## src/rtl/eeprom_burst_ctrl.sv

```systemverilog
// eeprom_burst_ctrl: burst command sequencer for eeprom_basic.
// Takes host burst read/write commands, stages write bytes in a FIFO,
// splits write bursts at page boundaries, streams read bytes back, and
// resets the core if it stops producing byte events.
//
// Handshakes: cmd and wr are valid/ready. A transfer happens on a clock
// edge where valid and ready are both high; ready never depends on valid,
// and valid plus its payload must hold steady until that transfer.
// rd_valid and done are single-cycle pulses with no backpressure.
module eeprom_burst_ctrl #(
  parameter int PAGE_SIZE  = 64,
  parameter int FIFO_DEPTH = 64,
  parameter int TIMEOUT    = 200000
) (
  input  logic        clk,
  input  logic        rst_n,
  input  logic        cmd_valid,
  output logic        cmd_ready,
  input  logic        cmd_read,
  input  logic [15:0] cmd_addr,
  input  logic [7:0]  cmd_len,
  input  logic [7:0]  wr_data,
  input  logic        wr_valid,
  output logic        wr_ready,
  output logic [7:0]  rd_data,
  output logic        rd_valid,
  output logic        done,
  output logic        err,
  output logic        core_rw_continue,
  output logic        core_rw_flag,
  output logic [15:0] core_addr,
  output logic [7:0]  core_wrdata,
  output logic        core_rst_n,
  input  logic        core_work_ready,
  input  logic        core_data_seq,
  input  logic [7:0]  core_rddata
);

  localparam int AW = $clog2(FIFO_DEPTH);
  localparam int TW = $clog2(TIMEOUT + 1);

  typedef enum logic [2:0] {
    S_IDLE      = 3'd0,
    S_PLAN      = 3'd1,
    S_WAIT_DATA = 3'd2,
    S_START     = 3'd3,
    S_XFER      = 3'd4,
    S_WAIT_DONE = 3'd5,
    S_RECOVER   = 3'd6
  } state_t;

  state_t state_q, state_d;

  // Burst bookkeeping
  logic          is_read_q;
  logic [15:0]   addr_q;
  logic [8:0]    remaining_q;
  logic [8:0]    chunk_q;
  logic [8:0]    left_q;
  logic [TW-1:0] tcnt_q;
  logic [1:0]    rcnt_q;

  // Write FIFO
  logic [7:0]    mem [FIFO_DEPTH];
  logic [AW-1:0] wr_ptr_q, rd_ptr_q;
  logic [AW:0]   fifo_cnt;

  // Registered outputs
  logic          rd_valid_q, done_q, err_q, core_rw_flag_q, core_rst_n_q;
  logic [7:0]    rd_data_q;
  logic [15:0]   core_addr_q;

  // Combinational helpers
  logic          cmd_fire, xfer_seq, fifo_flush, fifo_full, push, pop;
  logic          timeout_hit, timeout_set, done_set, fifo_enough;
  logic [15:0]   page_off;
  logic [8:0]    page_room, plan_chunk;

  assign cmd_fire    = cmd_valid && cmd_ready;
  assign xfer_seq    = (state_q == S_XFER) && core_data_seq;
  // The FIFO empties on the cycle the FSM commits to RECOVER.
  assign fifo_flush  = (state_d == S_RECOVER) && (state_q != S_RECOVER);
  assign fifo_full   = (fifo_cnt == (AW+1)'(FIFO_DEPTH));
  assign push        = wr_valid && wr_ready;
  assign pop         = xfer_seq && !is_read_q && (fifo_cnt != '0);
  assign timeout_hit = (tcnt_q == TW'(TIMEOUT - 1));
  assign fifo_enough = (32'(fifo_cnt) >= 32'(chunk_q));

  // Bytes left before the next page boundary; a write chunk never crosses it.
  assign page_off    = addr_q & 16'(PAGE_SIZE - 1);
  assign page_room   = 9'(PAGE_SIZE) - page_off[8:0];
  assign plan_chunk  = is_read_q ? remaining_q :
                       ((remaining_q < page_room) ? remaining_q : page_room);

  assign cmd_ready        = (state_q == S_IDLE);
  assign wr_ready         = !fifo_full && !fifo_flush;
  assign core_rw_continue = (state_q == S_START) ||
                            ((state_q == S_XFER) && (left_q > 9'd1));
  assign core_wrdata      = ((state_q == S_START) || (state_q == S_XFER)) ?
                            mem[rd_ptr_q] : 8'h00;
  assign rd_data          = rd_data_q;
  assign rd_valid         = rd_valid_q;
  assign done             = done_q;
  assign err              = err_q;
  assign core_rw_flag     = core_rw_flag_q;
  assign core_addr        = core_addr_q;
  assign core_rst_n       = core_rst_n_q;

  // FSM state register
  always_ff @(posedge clk or negedge rst_n) begin
    if (!rst_n) state_q <= S_IDLE;
    else        state_q <= state_d;
  end

  // FSM next-state, done/timeout decisions
  always_comb begin
    state_d     = state_q;
    done_set    = 1'b0;
    timeout_set = 1'b0;
    case (state_q)
      S_IDLE:      if (cmd_fire) state_d = S_PLAN;
      S_PLAN:      state_d = is_read_q ? S_START : S_WAIT_DATA;
      S_WAIT_DATA: if (fifo_enough) state_d = S_START;
      S_START: begin
        if (!core_work_ready) state_d = S_XFER;
        else if (timeout_hit) begin
          state_d     = S_RECOVER;
          timeout_set = 1'b1;
        end
      end
      S_XFER: begin
        if (core_data_seq) begin
          if (left_q <= 9'd1) state_d = S_WAIT_DONE;
        end else if (timeout_hit) begin
          state_d     = S_RECOVER;
          timeout_set = 1'b1;
        end
      end
      S_WAIT_DONE: begin
        if (core_work_ready) begin
          if (remaining_q == 9'd0) begin
            state_d  = S_IDLE;
            done_set = 1'b1;
          end else begin
            state_d = S_PLAN;
          end
        end else if (timeout_hit) begin
          state_d     = S_RECOVER;
          timeout_set = 1'b1;
        end
      end
      S_RECOVER: begin
        if (rcnt_q == 2'd3) begin
          state_d  = S_IDLE;
          done_set = 1'b1;
        end
      end
      default:     state_d = S_IDLE;
    endcase
  end

  // Command latch, chunk planning and per-byte address/count stepping
  always_ff @(posedge clk or negedge rst_n) begin
    if (!rst_n) begin
      is_read_q   <= 1'b0;
      addr_q      <= 16'h0000;
      remaining_q <= 9'd0;
      chunk_q     <= 9'd0;
      left_q      <= 9'd0;
    end else begin
      if (cmd_fire) begin
        is_read_q   <= cmd_read;
        addr_q      <= cmd_addr;
        remaining_q <= {1'b0, cmd_len} + 9'd1;
      end
      if (state_q == S_PLAN) begin
        chunk_q <= plan_chunk;
        left_q  <= plan_chunk;
      end
      if (xfer_seq) begin
        left_q      <= left_q - 9'd1;
        addr_q      <= addr_q + 16'd1;
        remaining_q <= remaining_q - 9'd1;
      end
    end
  end

  // Stall watchdog: restarts on every state change and every core byte event
  always_ff @(posedge clk or negedge rst_n) begin
    if (!rst_n) begin
      tcnt_q <= '0;
    end else if ((state_d != state_q) || xfer_seq) begin
      tcnt_q <= '0;
    end else if (((state_q == S_START) || (state_q == S_XFER) ||
                  (state_q == S_WAIT_DONE)) && !timeout_hit) begin
      tcnt_q <= tcnt_q + 1'b1;
    end
  end

  // Length of the core reset pulse while in RECOVER
  always_ff @(posedge clk or negedge rst_n) begin
    if (!rst_n)                    rcnt_q <= 2'd0;
    else if (state_q == S_RECOVER) rcnt_q <= rcnt_q + 2'd1;
    else                           rcnt_q <= 2'd0;
  end

  // FIFO storage array
  always_ff @(posedge clk) begin
    if (push) mem[wr_ptr_q] <= wr_data;
  end

  // FIFO pointers and occupancy
  always_ff @(posedge clk or negedge rst_n) begin
    if (!rst_n) begin
      wr_ptr_q <= '0;
      rd_ptr_q <= '0;
      fifo_cnt <= '0;
    end else if (fifo_flush) begin
      wr_ptr_q <= '0;
      rd_ptr_q <= '0;
      fifo_cnt <= '0;
    end else begin
      if (push) wr_ptr_q <= wr_ptr_q + 1'b1;
      if (pop)  rd_ptr_q <= rd_ptr_q + 1'b1;
      case ({push, pop})
        2'b10:   fifo_cnt <= fifo_cnt + 1'b1;
        2'b01:   fifo_cnt <= fifo_cnt - 1'b1;
        default: fifo_cnt <= fifo_cnt;
      endcase
    end
  end

  // Registered host and core-side outputs
  always_ff @(posedge clk or negedge rst_n) begin
    if (!rst_n) begin
      rd_valid_q     <= 1'b0;
      rd_data_q      <= 8'h00;
      done_q         <= 1'b0;
      err_q          <= 1'b0;
      core_addr_q    <= 16'h0000;
      core_rw_flag_q <= 1'b0;
      core_rst_n_q   <= 1'b1;
    end else begin
      rd_valid_q <= xfer_seq && is_read_q;
      if (xfer_seq && is_read_q) rd_data_q <= core_rddata;
      done_q <= done_set;
      if (cmd_fire)         err_q <= 1'b0;
      else if (timeout_set) err_q <= 1'b1;
      if (state_q == S_PLAN) begin
        core_addr_q    <= addr_q;
        core_rw_flag_q <= is_read_q;
      end
      core_rst_n_q <= (state_d != S_RECOVER);
    end
  end

endmodule

```

## config.mk

```make
export PLATFORM = sky130hd
export DESIGN_NAME = eeprom_burst_ctrl
export DESIGN_NICKNAME = d
export VERILOG_FILES = /design/src/rtl/eeprom_burst_ctrl.sv
export SDC_FILE = /design/constraint.sdc
export NUM_CORES = 1
export LEC_CHECK = 0
export BUFFER_PORTS_ARGS = -buffer_cell sky130_fd_sc_hd__buf_4
export CAP_MARGIN = 40
export CORE_MARGIN = 8
export CORE_UTILIZATION = 30
export DETAILED_ROUTE_END_ITERATION = 6
export PLACE_DENSITY_LB_ADDON = 0.08
export SKIP_CTS_REPAIR_TIMING = 1
export SYNTH_ARGS = -nofsm -noshare
export SYNTH_HDL_FRONTEND = slang
export SYNTH_SLANG_ARGS = --single-unit
```

## constraint.sdc

```tcl
create_clock -name clk -period 3.3 [get_ports clk]
set_input_delay 0.66 -clock clk [delete_from_list [all_inputs] [get_ports clk]]
set_output_delay 0.66 -clock clk [all_outputs]
set_load 0.01 [all_outputs]
```

After elaboration in Yosys (flattened, before gate mapping)
Memories as Yosys holds them, arrays and structs flattened. Index checks and enable logic that the tools add are counted.

$add $sub $neg: 11. Multiply operators: 0. Divide/modulo/power cells: 0. Order comparisons: 4. Equal/unequal tests: 15. Shift-type cells: 0. Muxes and demuxes: 42. Bitwise logic cells: 0. Reductions and logical operators: 28.

Operators with widths (count): two-way mux 9 bit (6); two-way mux 18 bit (2); two-way mux 16 bit (2); two-way mux 3 bit (8); two-way mux 6 bit (4); one-hot mux 3 bit (7 select lines) (1); adder 18 x 1 -> 18 bit (second input constant) (1); == test 18 bit (second input constant) (1); subtractor 9 x 1 -> 9 bit (second input constant) (2); adder 16 x 1 -> 16 bit (second input constant) (1); one-hot mux 7 bit (2 select lines) (1); two-way mux 1 bit (13); adder 6 x 1 -> 6 bit (second input constant) (2); == test 3 bit (second input constant) (4); nonzero test 2 bit (6); logical AND 1 bit (10); adder 8 x 1 -> 9 bit (second input constant) (1); >= comparator 7 x 9 -> 1 bit (1); > comparator 9 x 1 -> 1 bit (second input constant) (1); less-or-equal comparator 9 x 1 -> 1 bit (second input constant) (1); zero test 9 bit (1); < comparator 9 bit (1); two-way mux 8 bit (1); subtractor 7 x 6 -> 8 bit (first input constant) (1); other kinds (19) (28).

Bits in registers: 115. Bits in latches: 0. Memory bits (writable): 512. Bits in read-only memories: 0. Input bits: 47. Output and inout port bits: 40. Word-level logic and storage cells: 119. Memories kept: 1.

Memories: mem (words 64, bits a word 8, read ports 1, clocked after Yosys merged registers in 0, wr ports 1, RTL line 64) `logic [7:0] mem [FIFO_DEPTH];`.

Logic depth before layout (Yosys ltp)
Gate-level depths: netlist of run 1.

Word-level depth: 12. Gate-level depth with buffers: 13. Mapped depth without buffers: 11.

Worst setup path after synthesis of run 1
OpenSTA, ideal clock, no wires.

Path type: flip-flop to output port. From: register rd_ptr_q[0]. To: output port core_wrdata[0]. Arrival time: 2265 ps. Required time: 2640 ps. Path slack: 375 ps. Stages on the path, launching flop included: 7. Buffers on the path: 2. Cells stage by stage: dfrtp_1 clkbuf_1 clkbuf_1 mux4_2 mux4_2 mux2i_1 o22ai_1.

Longest elaborated chain between the ends: 2.

Ends and longest elaborated chain: from (decl) (RTL line 65) `logic [AW-1:0] wr_ptr_q, rd_ptr_q;`; from (signal assigned) (RTL line 224) `if (pop) rd_ptr_q <= rd_ptr_q + 1'b1;`; memory (64 x 8 bit); two-way mux 8 bit (RTL line 99) `assign core_wrdata = ((state_q == S_START) || (state_q == S_XFER)) ?`; to (decl) (RTL line 32) `output logic [7:0] core_wrdata,`.

No other way between the ends.

Worst setup path after layout of run 1
From: register rd_ptr_q[0]. To: output port core_wrdata[7].

Same word-level chain as after synthesis.

==> out/metrics.json, run 1 <==
{
  "pwr": {
    "finalPower_mw": 26.2,
    "power.leakage_nw": 11.1,
    "max-vdd-ir-drop_mv": 0.416,
    "power.density_cell_area_nw_per_um2": 815
  },
  "sta": {
    "max_slew.worst_pin.slew_ns": 0.826,
    "hold_viol_final": 0,
    "clock.fmax_mhz": 258,
    "slew_headroom": 0.447,
    "timing.final.max_slew_violations": 0,
    "finalWorstSetupSlack_ns": -0.577,
    "min_period_ns": 3.88,
    "finalSetupViolCount": 8,
    "min_period_over_period": 1.17,
    "rsz0062_at_grt": "yes",
    "fin_worst_skew_ns": 0.0240
  },
  "setup_path": {
    "crit_path_max_cell_delay_ns": 0.51,
    "worst-endpoint-required_ns": 2.64,
    "cp_slowest_cell": "mux4_2",
    "setup.worst_path.class": "flop to primary output",
    "critical_path_peak_fanout": 9,
    "crit_path_start_kind": "flop",
    "cp_cell_sequence": "buf_12 > buf_16 > buf_12 > mux4_2 > mux4_2 > mux2i_2 > o22ai_2 > buf_4",
    "reg2regPathDepth": 8,
    "timing.critical_path.to_type": "primary output",
    "timing.critical_path.arrival_ns": 3.22
  },
  "min_path": {
    "min_path_type": "primary input to async pin"
  },
  "yosys": {
    "syn_std_cell_area_um2": 26100,
    "syn_area_per_cell_um2": 17.0,
    "synth.net_count": 1606,
    "yosys_most_used_dff": "edfxtp_1",
    "yosysUniqueCellTypes": 73,
    "ys_warn_count": 0,
    "yosys_register_bits": 627,
    "synth.yosys.seq_area_share": 0.699,
    "synth_edf_count": 512,
    "ys_async_sr_fraction": 0.183,
    "synthCells": 1534
  },
  "finish": {
    "utilization": 0.371,
    "ratio_of_cells_with_drive_above_1_in_the_final_layout": 0.310,
    "stdcell_count": 3002,
    "sequential_cell_area_um2": 18300,
    "mostFrequentLayoutCells": "edfxtp_1 (512), buf_4 (222), mux4_2 (160)",
    "fillerInstances": 8158,
    "post-route-cell-area_um2": 32100,
    "most_frequent_standard_cell_in_the_layout_excluding_fill_and_tap_cells": "edfxtp_1",
    "antenna_cells_inserted": 0,
    "multi_input_comb_area_um2": 7530,
    "num-nets-final": 1862,
    "areaGrowthSynthToFinish_pct": 23.0
  },
  "run_status": {
    "failing_checks": "negative setup slack",
    "status": "finished with violations"
  },
  "detailed_routing": {
    "routed_wirelength_mm": 72.3,
    "num_vias": 14400,
    "wire_per_inst_um": 24.1,
    "vias_per_cell": 4.80,
    "dr.pass1.iters": 5,
    "drt_iter0_drc": 926,
    "postRouteAntennaNets": 0,
    "drt_drc_violations_left": 0
  },
  "placed_design": {
    "dp.cells": 2829,
    "hpwlAfterDp_mm": 45.2,
    "dpl_cell_area_um2": 29100,
    "buffer_ports.inserted": 86,
    "place.gp.congestion": 0.746,
    "dpl_worst_slack_ns": -0.00743
  },
  "clocking": {
    "h_tree_levels": 3,
    "clkTransAtPathRegs_ns": 0.06,
    "cts_sinks": 627,
    "cts_made_buffers": 74,
    "cts.path.max_buffers": 3,
    "tritoncts": "built",
    "worst_skew_pair.late_latency_ns": 0.63,
    "clock_root_cell": "clkbuf_16"
  },
  "die": {
    "io_pins": 87,
    "num_rows": 108,
    "fp.coreArea_um2": 86500,
    "chipHeight_um": 311,
    "initial_core_util": 0.302,
    "dieWidth_um": 311,
    "design.die.area_um2": 96800
  },
  "global_route": {
    "gr-usage-all-layers": 0.145,
    "grt_start_max_net_pins": 65,
    "grt_first_pass_wirelength_mm": 105,
    "globalRouteOverflowTotal": 0,
    "first_global_vias": 15200,
    "antenna_found_initial": 0
  },
  "run": {
    "cap_violations": 0
  }
}
-- cells by family after synthesis --
family	Yosys count	share of synthesized area
AO/OA/AOI/OAI	137	0.0360
XOR/XNOR	44	0.0148
adder cells (fa/ha/maj)	25	0.0120
buffers and inverters	107	0.0167
flip-flops	627	0.699
multiplexers	194	0.152
AND/OR/NAND/NOR	400	0.0702
-- cell usage after synthesis (all sizes together) (4+ instances only) --
cell type	count	share of area
a311oi	6	0.0020
or4	4	0.0011
a31oi	6	0.0020
nand2	125	0.018
nor4	4	0.0018
nor2b	10	0.0024
nor2	150	0.022
edfxtp	512	0.59
nand4	13	0.0031
nand3b	4	0.0011
clkbuf	51	0.0073
xnor2	21	0.0070
a21oi	25	0.0048
dfrtp	114	0.11
mux2	12	0.0052
a211oi	14	0.0047
inv	29	0.0042
nand3	32	0.0061
mux2i	22	0.0084
o21ai	39	0.0076
xor2	23	0.0077
nand2b	7	0.0020
o22ai	10	0.0024
o211ai	9	0.0028
or3	5	0.0012
and3	8	0.0019
ha	25	0.012
nor3b	5	0.0014
buf	27	0.0052
mux4	160	0.14
nor3	16	0.0031
-- worst paths after layout --
| check | endpoint | from | slack (ns) |
|---|---|---|---|
| worst max-delay path | core_wrdata[7] | rd_ptr_q[0] | -0.58 |
| max in group asynchronous | core_rst_n | rst_n | 2.45 |
| worst min register to register | rcnt_q[0] | rcnt_q[0] | 0.43 |
| min in group clk | is_read_q | cmd_read | 0.25 |
| worst min-delay path | remaining_q[4] | rst_n | 0.05 |
| worst max register to register | mem[61][6] | tcnt_q[0] | 0.24 |
-- metrics by stage --
stage / TNS (ns) / hold slack (ns)
floorplan: 0 / 0.364
global placement: -0.118 / 0.419
detailed placement: -0.00743 / 0.430
CTS: -4.82 / 0.0364
global route: -4.93 / 0.0647
finish: -4.22 / 0.0525
-- state kept, by name (all words and copies together), names as in the netlist, 8 cells and up --
name and count:
core_addr 16, rd_data 8, left_q 9, addr_q 16, chunk_q 9, tcnt_q 18
remaining_q 9, mem 512
-- final cells by class --
type | instances | area share
clock inverters | 35 | 0.0117
clock buffers | 98 | 0.0640
flip-flops and latches | 627 | 0.569
inverters | 29 | 0.00339
repair buffers | 258 | 0.0731
well taps | 1155 | 0.0450
multi-input cells | 800 | 0.234
-- power by group --
| group | internal, mW | switching, mW |
|---|---|---|
| registers | 9.32 | 0.677 |
| clock network | 4.74 | 3.37 |
| logic | 3.95 | 4.13 |
| total | 18.0 | 8.18 |
-- layer usage --
layer	routed length (um)	global-route usage	up-vias
met4	1590	0.0391	0
met1	32400	0.194	7503
li1	-	-	6544
met5	0	0	-
met2	35300	0.239	259
met3	3010	0.0288	99
-- critical path, delay by kind of cell (launching register included) --
| family | cells | cell delay [ns] |
|---|---|---|
| AOI/OAI and AO/OA | 1 | 0.18 |
| buffers and inverters | 4 | 0.69 |
| DFF | 1 | 0.45 |
| muxes | 3 | 1.27 |
Power figures use the tool's default switching activity.
==> inputs of run 2 (changes only) <==
CORE_MARGIN = 3   (was 8)
==> out/metrics.json, run 2 (synthesized netlist as in run 1, its figures left out) <==
{
  "clocking": {
    "tritoncts": "built",
    "h_tree_levels": 3,
    "worst_skew_pair.late_latency_ns": 0.62,
    "cts_made_buffers": 74,
    "cts_sinks": 627,
    "clkTransAtPathRegs_ns": 0.06,
    "clock_root_cell": "clkbuf_16",
    "cts.path.max_buffers": 3
  },
  "setup_path": {
    "worst-endpoint-required_ns": 2.64,
    "timing.critical_path.to_type": "primary output",
    "critPathLaunch": "rd_ptr_q[0]",
    "timing.critical_path.arrival_ns": 3.19,
    "setup.worst_path.class": "flop to primary output",
    "timing.rr.start": "state_q[1]",
    "crit_path_start_kind": "flop",
    "reg2regPathDepth": 10,
    "critical_path_peak_fanout": 8
  },
  "finish": {
    "mostFrequentLayoutCells": "edfxtp_1 (512), buf_4 (207), mux4_2 (160)",
    "most_frequent_standard_cell_in_the_layout_excluding_fill_and_tap_cells": "edfxtp_1",
    "fillerInstances": 8067,
    "areaGrowthSynthToFinish_pct": 23.1,
    "largest_reg_flops": 512,
    "utilization": 0.375,
    "largest_registers_ranked_by_flip_flop_count": "mem: 512 flops, tcnt_q: 18 flops",
    "antenna_cells_inserted": 0,
    "stdcell_count": 2983,
    "largest_register": "mem",
    "num-nets-final": 1851,
    "ratio_of_cells_with_drive_above_1_in_the_final_layout": 0.308
  },
  "sta": {
    "min_period_ns": 3.85,
    "clock.fmax_mhz": 260,
    "rsz0062_at_grt": "yes",
    "hold_viol_final": 0,
    "finalSetupViolCount": 8,
    "timing.final.max_slew_violations": 0,
    "fin_worst_skew_ns": 0.0224,
    "finalWorstSetupSlack_ns": -0.545,
    "slew_headroom": 0.360,
    "worst_hold_slack_ns": 0.239,
    "max_slew.worst_pin.slew_ns": 0.960,
    "min_period_over_period": 1.17
  },
  "global_route": {
    "globalRouteOverflowTotal": 0,
    "gr-usage-all-layers": 0.152,
    "grt_start_max_net_pins": 71,
    "first_global_vias": 15000,
    "grt_first_pass_wirelength_mm": 102,
    "antenna_found_initial": 0
  },
  "pwr": {
    "power.leakage_nw": 11.1,
    "power.density_cell_area_nw_per_um2": 818,
    "max-vdd-ir-drop_mv": 0.387,
    "finalPower_mw": 26.3
  },
  "detailed_routing": {
    "num_vias": 14600,
    "drt_drc_violations_left": 0,
    "vias_per_cell": 4.89,
    "routed_wirelength_mm": 69.7,
    "dr.pass1.iters": 5,
    "wire_per_inst_um": 23.4,
    "postRouteAntennaNets": 0,
    "drt_iter0_drc": 1001
  },
  "die": {
    "dieWidth_um": 301,
    "chipHeight_um": 301,
    "num_rows": 107,
    "design.die.area_um2": 90600,
    "io_pins": 87,
    "fp.coreArea_um2": 85700,
    "initial_core_util": 0.305
  },
  "min_path": {
    "min_path_type": "primary input to flop",
    "cell_depth_of_the_worst_hold_path": 3,
    "min_from": "cmd_read"
  },
  "placed_design": {
    "hpwlAfterDp_mm": 43.1,
    "dp.cells": 2821,
    "place.gp.congestion": 0.742,
    "buffer_ports.inserted": 86
  },
  "run": {
    "cap_violations": 0
  },
  "run_status": {
    "status": "finished with violations",
    "failing_checks": "negative setup slack"
  }
}
==> run 2: final timing paths <==
path	endpoint	slack, ns
max	core_wrdata[6]	-0.55
min	is_read_q	0.24
max reg2reg	mem[9][4]	0.30
min reg2reg	rcnt_q[0]	0.43
max in group asynchronous	core_rst_n	2.02
min in group asynchronous	core_addr[5]	0.51
==> run 2: where the power goes <==
part / switching, mW / internal (mW)
Clock: 3.41 / 4.93
Sequential: 0.723 / 9.32
Combinational: 4.06 / 3.86
==> run 2: area by class of cell <==
cell class | instances | area, um2 | share of cell area
multi-input combinational | 800 | 7550 | 0.235
timing repair buffer | 247 | 2300 | 0.0717
tap | 1144 | 1430 | 0.0445
sequential | 627 | 18300 | 0.568
clock inverter | 44 | 512 | 0.0159
clock buffer | 92 | 1970 | 0.0613
inverter | 29 | 109 | 0.00339
==> run 2: critical path, stage by stage, from the launching register on <==
cell       delay, ns
dfrtp_4         0.48
buf_12          0.14
buf_8           0.12
clkbuf_16       0.19
mux4_2          0.52
mux4_2          0.47
mux2i_1         0.15
buf_4           0.16
o22ai_1         0.11
buf_4           0.23
==> run 2: per-layer routing <==
layer  global-route usage  routed length (um)
met1                0.214               31900
met5                    0                   0
met4               0.0413                1590
met3               0.0216                2720
met2                0.246               33500
==> run 2: through the flow <==
step | cell area [um2] | setup WS [ns] | TNS (ns)
6_report | 32100 | -0.545 | -4.10
4_1_cts | 31600 | -0.638 | -4.91
2_1_floorplan | 26100 | 0.375 | 0
3_3_place_gp | 29100 | 0.0475 | 0
5_1_grt | 32100 | -0.630 | -4.85
3_5_place_dp | 29100 | 0.0338 | 0
==> inputs of run 3 (changes only) <==
clock period = 4.7 ns   (was 3.3 ns; I/O delays follow)
==> out/metrics.json, run 3 (synthesized netlist as in run 1, its figures left out) <==
{
  "run_status": {
    "status": "finished, final reports clean"
  },
  "clocking": {
    "clkTransAtPathRegs_ns": 0.06,
    "h_tree_levels": 3,
    "cts.path.max_buffers": 3,
    "worst_skew_pair.late_latency_ns": 0.62,
    "tritoncts": "built",
    "clock_root_cell": "clkbuf_16",
    "cts_sinks": 627,
    "cts_made_buffers": 74
  },
  "run": {
    "cap_violations": 0
  },
  "setup_path": {
    "timing.critical_path.to_type": "primary output",
    "crit_path_max_cell_delay_ns": 0.61,
    "setup.worst_path.class": "flop to primary output",
    "worst-endpoint-required_ns": 3.76,
    "timing.critical_path.arrival_ns": 3.52,
    "cp_slowest_cell": "dfrtp_4",
    "timing.critical_path.max_delay_family": "multiplexers",
    "cp.buffers_inverters": 3,
    "crit_path_start_kind": "flop",
    "regToRegSetupSlack_ns": 1.13,
    "cp_cell_sequence": "buf_12 > buf_12 > mux4_2 > mux4_2 > mux2i_1 > o22ai_1 > buf_4",
    "critical_path_peak_fanout": 20
  },
  "detailed_routing": {
    "met1_length_mm": 32.7,
    "dr_top_layer": "met4",
    "drt_drc_violations_left": 0,
    "drt_iter0_drc": 1105,
    "wl_met2_mm": 32.5,
    "routed_wirelength_mm": 69.5,
    "vias_per_cell": 4.93,
    "wl_met3_mm": 2.77,
    "postRouteAntennaNets": 0,
    "wire_per_inst_um": 24.0,
    "dr.pass1.iters": 4,
    "num_vias": 14200
  },
  "sta": {
    "min_period_over_period": 0.949,
    "rsz0062_at_grt": "no",
    "hold_viol_final": 0,
    "finalWorstSetupSlack_ns": 0.241,
    "slew_headroom": 0.417,
    "max_slew.worst_pin.slew_ns": 0.871,
    "finalSetupViolCount": 0,
    "fin_worst_skew_ns": 0.0335,
    "min_period_ns": 4.46,
    "clock.fmax_mhz": 224,
    "setup_tns_ns": 0,
    "timing.final.max_slew_violations": 0
  },
  "die": {
    "io_pins": 87,
    "fp.coreArea_um2": 85700,
    "design.die.area_um2": 90600,
    "chipHeight_um": 301,
    "initial_core_util": 0.305,
    "num_rows": 107,
    "dieWidth_um": 301
  },
  "placed_design": {
    "buffer_ports.inserted": 86,
    "hpwlAfterDp_mm": 44.4,
    "place.gp.congestion": 0.756,
    "dpl_worst_slack_ns": 0.868
  },
  "finish": {
    "largest_register": "mem",
    "largest_registers_ranked_by_flip_flop_count": "mem: 512 flops, tcnt_q: 18 flops",
    "fillerInstances": 8130,
    "num-nets-final": 1763,
    "mostFrequentLayoutCells": "edfxtp_1 (512), mux4_2 (160), nor2_1 (150)",
    "ratio_of_cells_with_drive_above_1_in_the_final_layout": 0.262,
    "areaGrowthSynthToFinish_pct": 18.7,
    "antenna_cells_inserted": 0,
    "largest_reg_flops": 512,
    "most_frequent_standard_cell_in_the_layout_excluding_fill_and_tap_cells": "edfxtp_1"
  },
  "global_route": {
    "antenna_found_initial": 0,
    "globalRouteOverflowTotal": 0,
    "first_global_vias": 14700,
    "grt_first_pass_wirelength_mm": 103,
    "grt_start_max_net_pins": 65,
    "gr-usage-all-layers": 0.155
  },
  "pwr": {
    "finalPower_mw": 17.7,
    "power.density_cell_area_nw_per_um2": 569,
    "max-vdd-ir-drop_mv": 0.322,
    "power.leakage_nw": 10.5
  },
  "min_path": {
    "min_path_type": "primary input to async pin"
  }
}
## run 3: cell type report
class | count | area (um2) | share of cell area
sequential | 627 | 18300 | 0.589
multi-input combinational | 800 | 7440 | 0.240
clock buffer | 85 | 1890 | 0.0610
tap | 1144 | 1430 | 0.0461
timing repair buffer | 159 | 1330 | 0.0428
clock inverter | 46 | 552 | 0.0178
inverter | 29 | 109 | 0.00351
## run 3: metrics by stage
| step | cells | utilization | hold slack, ns | cell area, um2 |
|---|---|---|---|---|
| floorplan | 1534 | - | 0.407 | 26100 |
| global placement | 2746 | 0.332 | 0.416 | 28500 |
| detailed placement | 2759 | 0.333 | 0.428 | 28600 |
| CTS | 2890 | 0.362 | 0.351 | 31000 |
| global route | 2890 | 0.362 | 0.381 | 31000 |
| finish | 2890 | 0.362 | 0.345 | 31000 |
## run 3: worst register-to-register path, stage by stage (launching register included)
cell,delay [ns]
dfrtp_1,0.66
and2b_1,0.32
a32o_1,0.25
nor3b_2,0.17
nor2b_1,0.30
nor2b_1,0.31
nand2_1,0.37
nor2_1,0.79
## run 3: path summary, 6_finish.rpt
check	cells after the start	start	end
max	7	rd_ptr_q[0]	core_wrdata[7]
min	1	rst_n	addr_q[1]
max reg2reg	7	state_q[1]	mem[58][0]
min reg2reg	1	rcnt_q[0]	rcnt_q[0]
max in group asynchronous	2	rst_n	core_rst_n
min in group clk	1	rcnt_q[0]	rcnt_q[0]
## run 3: report_power, final
group	internal (mW)	leakage (nW)	switching, mW
Combinational	2.20	3.27	2.57
Sequential	6.54	6.05	0.604
Clock	3.37	1.19	2.37
Total	12.1	10.5	5.54
## run 3: per-layer routing
layer | up-vias | global-route usage
met2 | 302 | 0.243
met5 | - | 0
met3 | 95 | 0.0281
met4 | 0 | 0.0391
li1 | 6337 | -
met1 | 7507 | 0.224
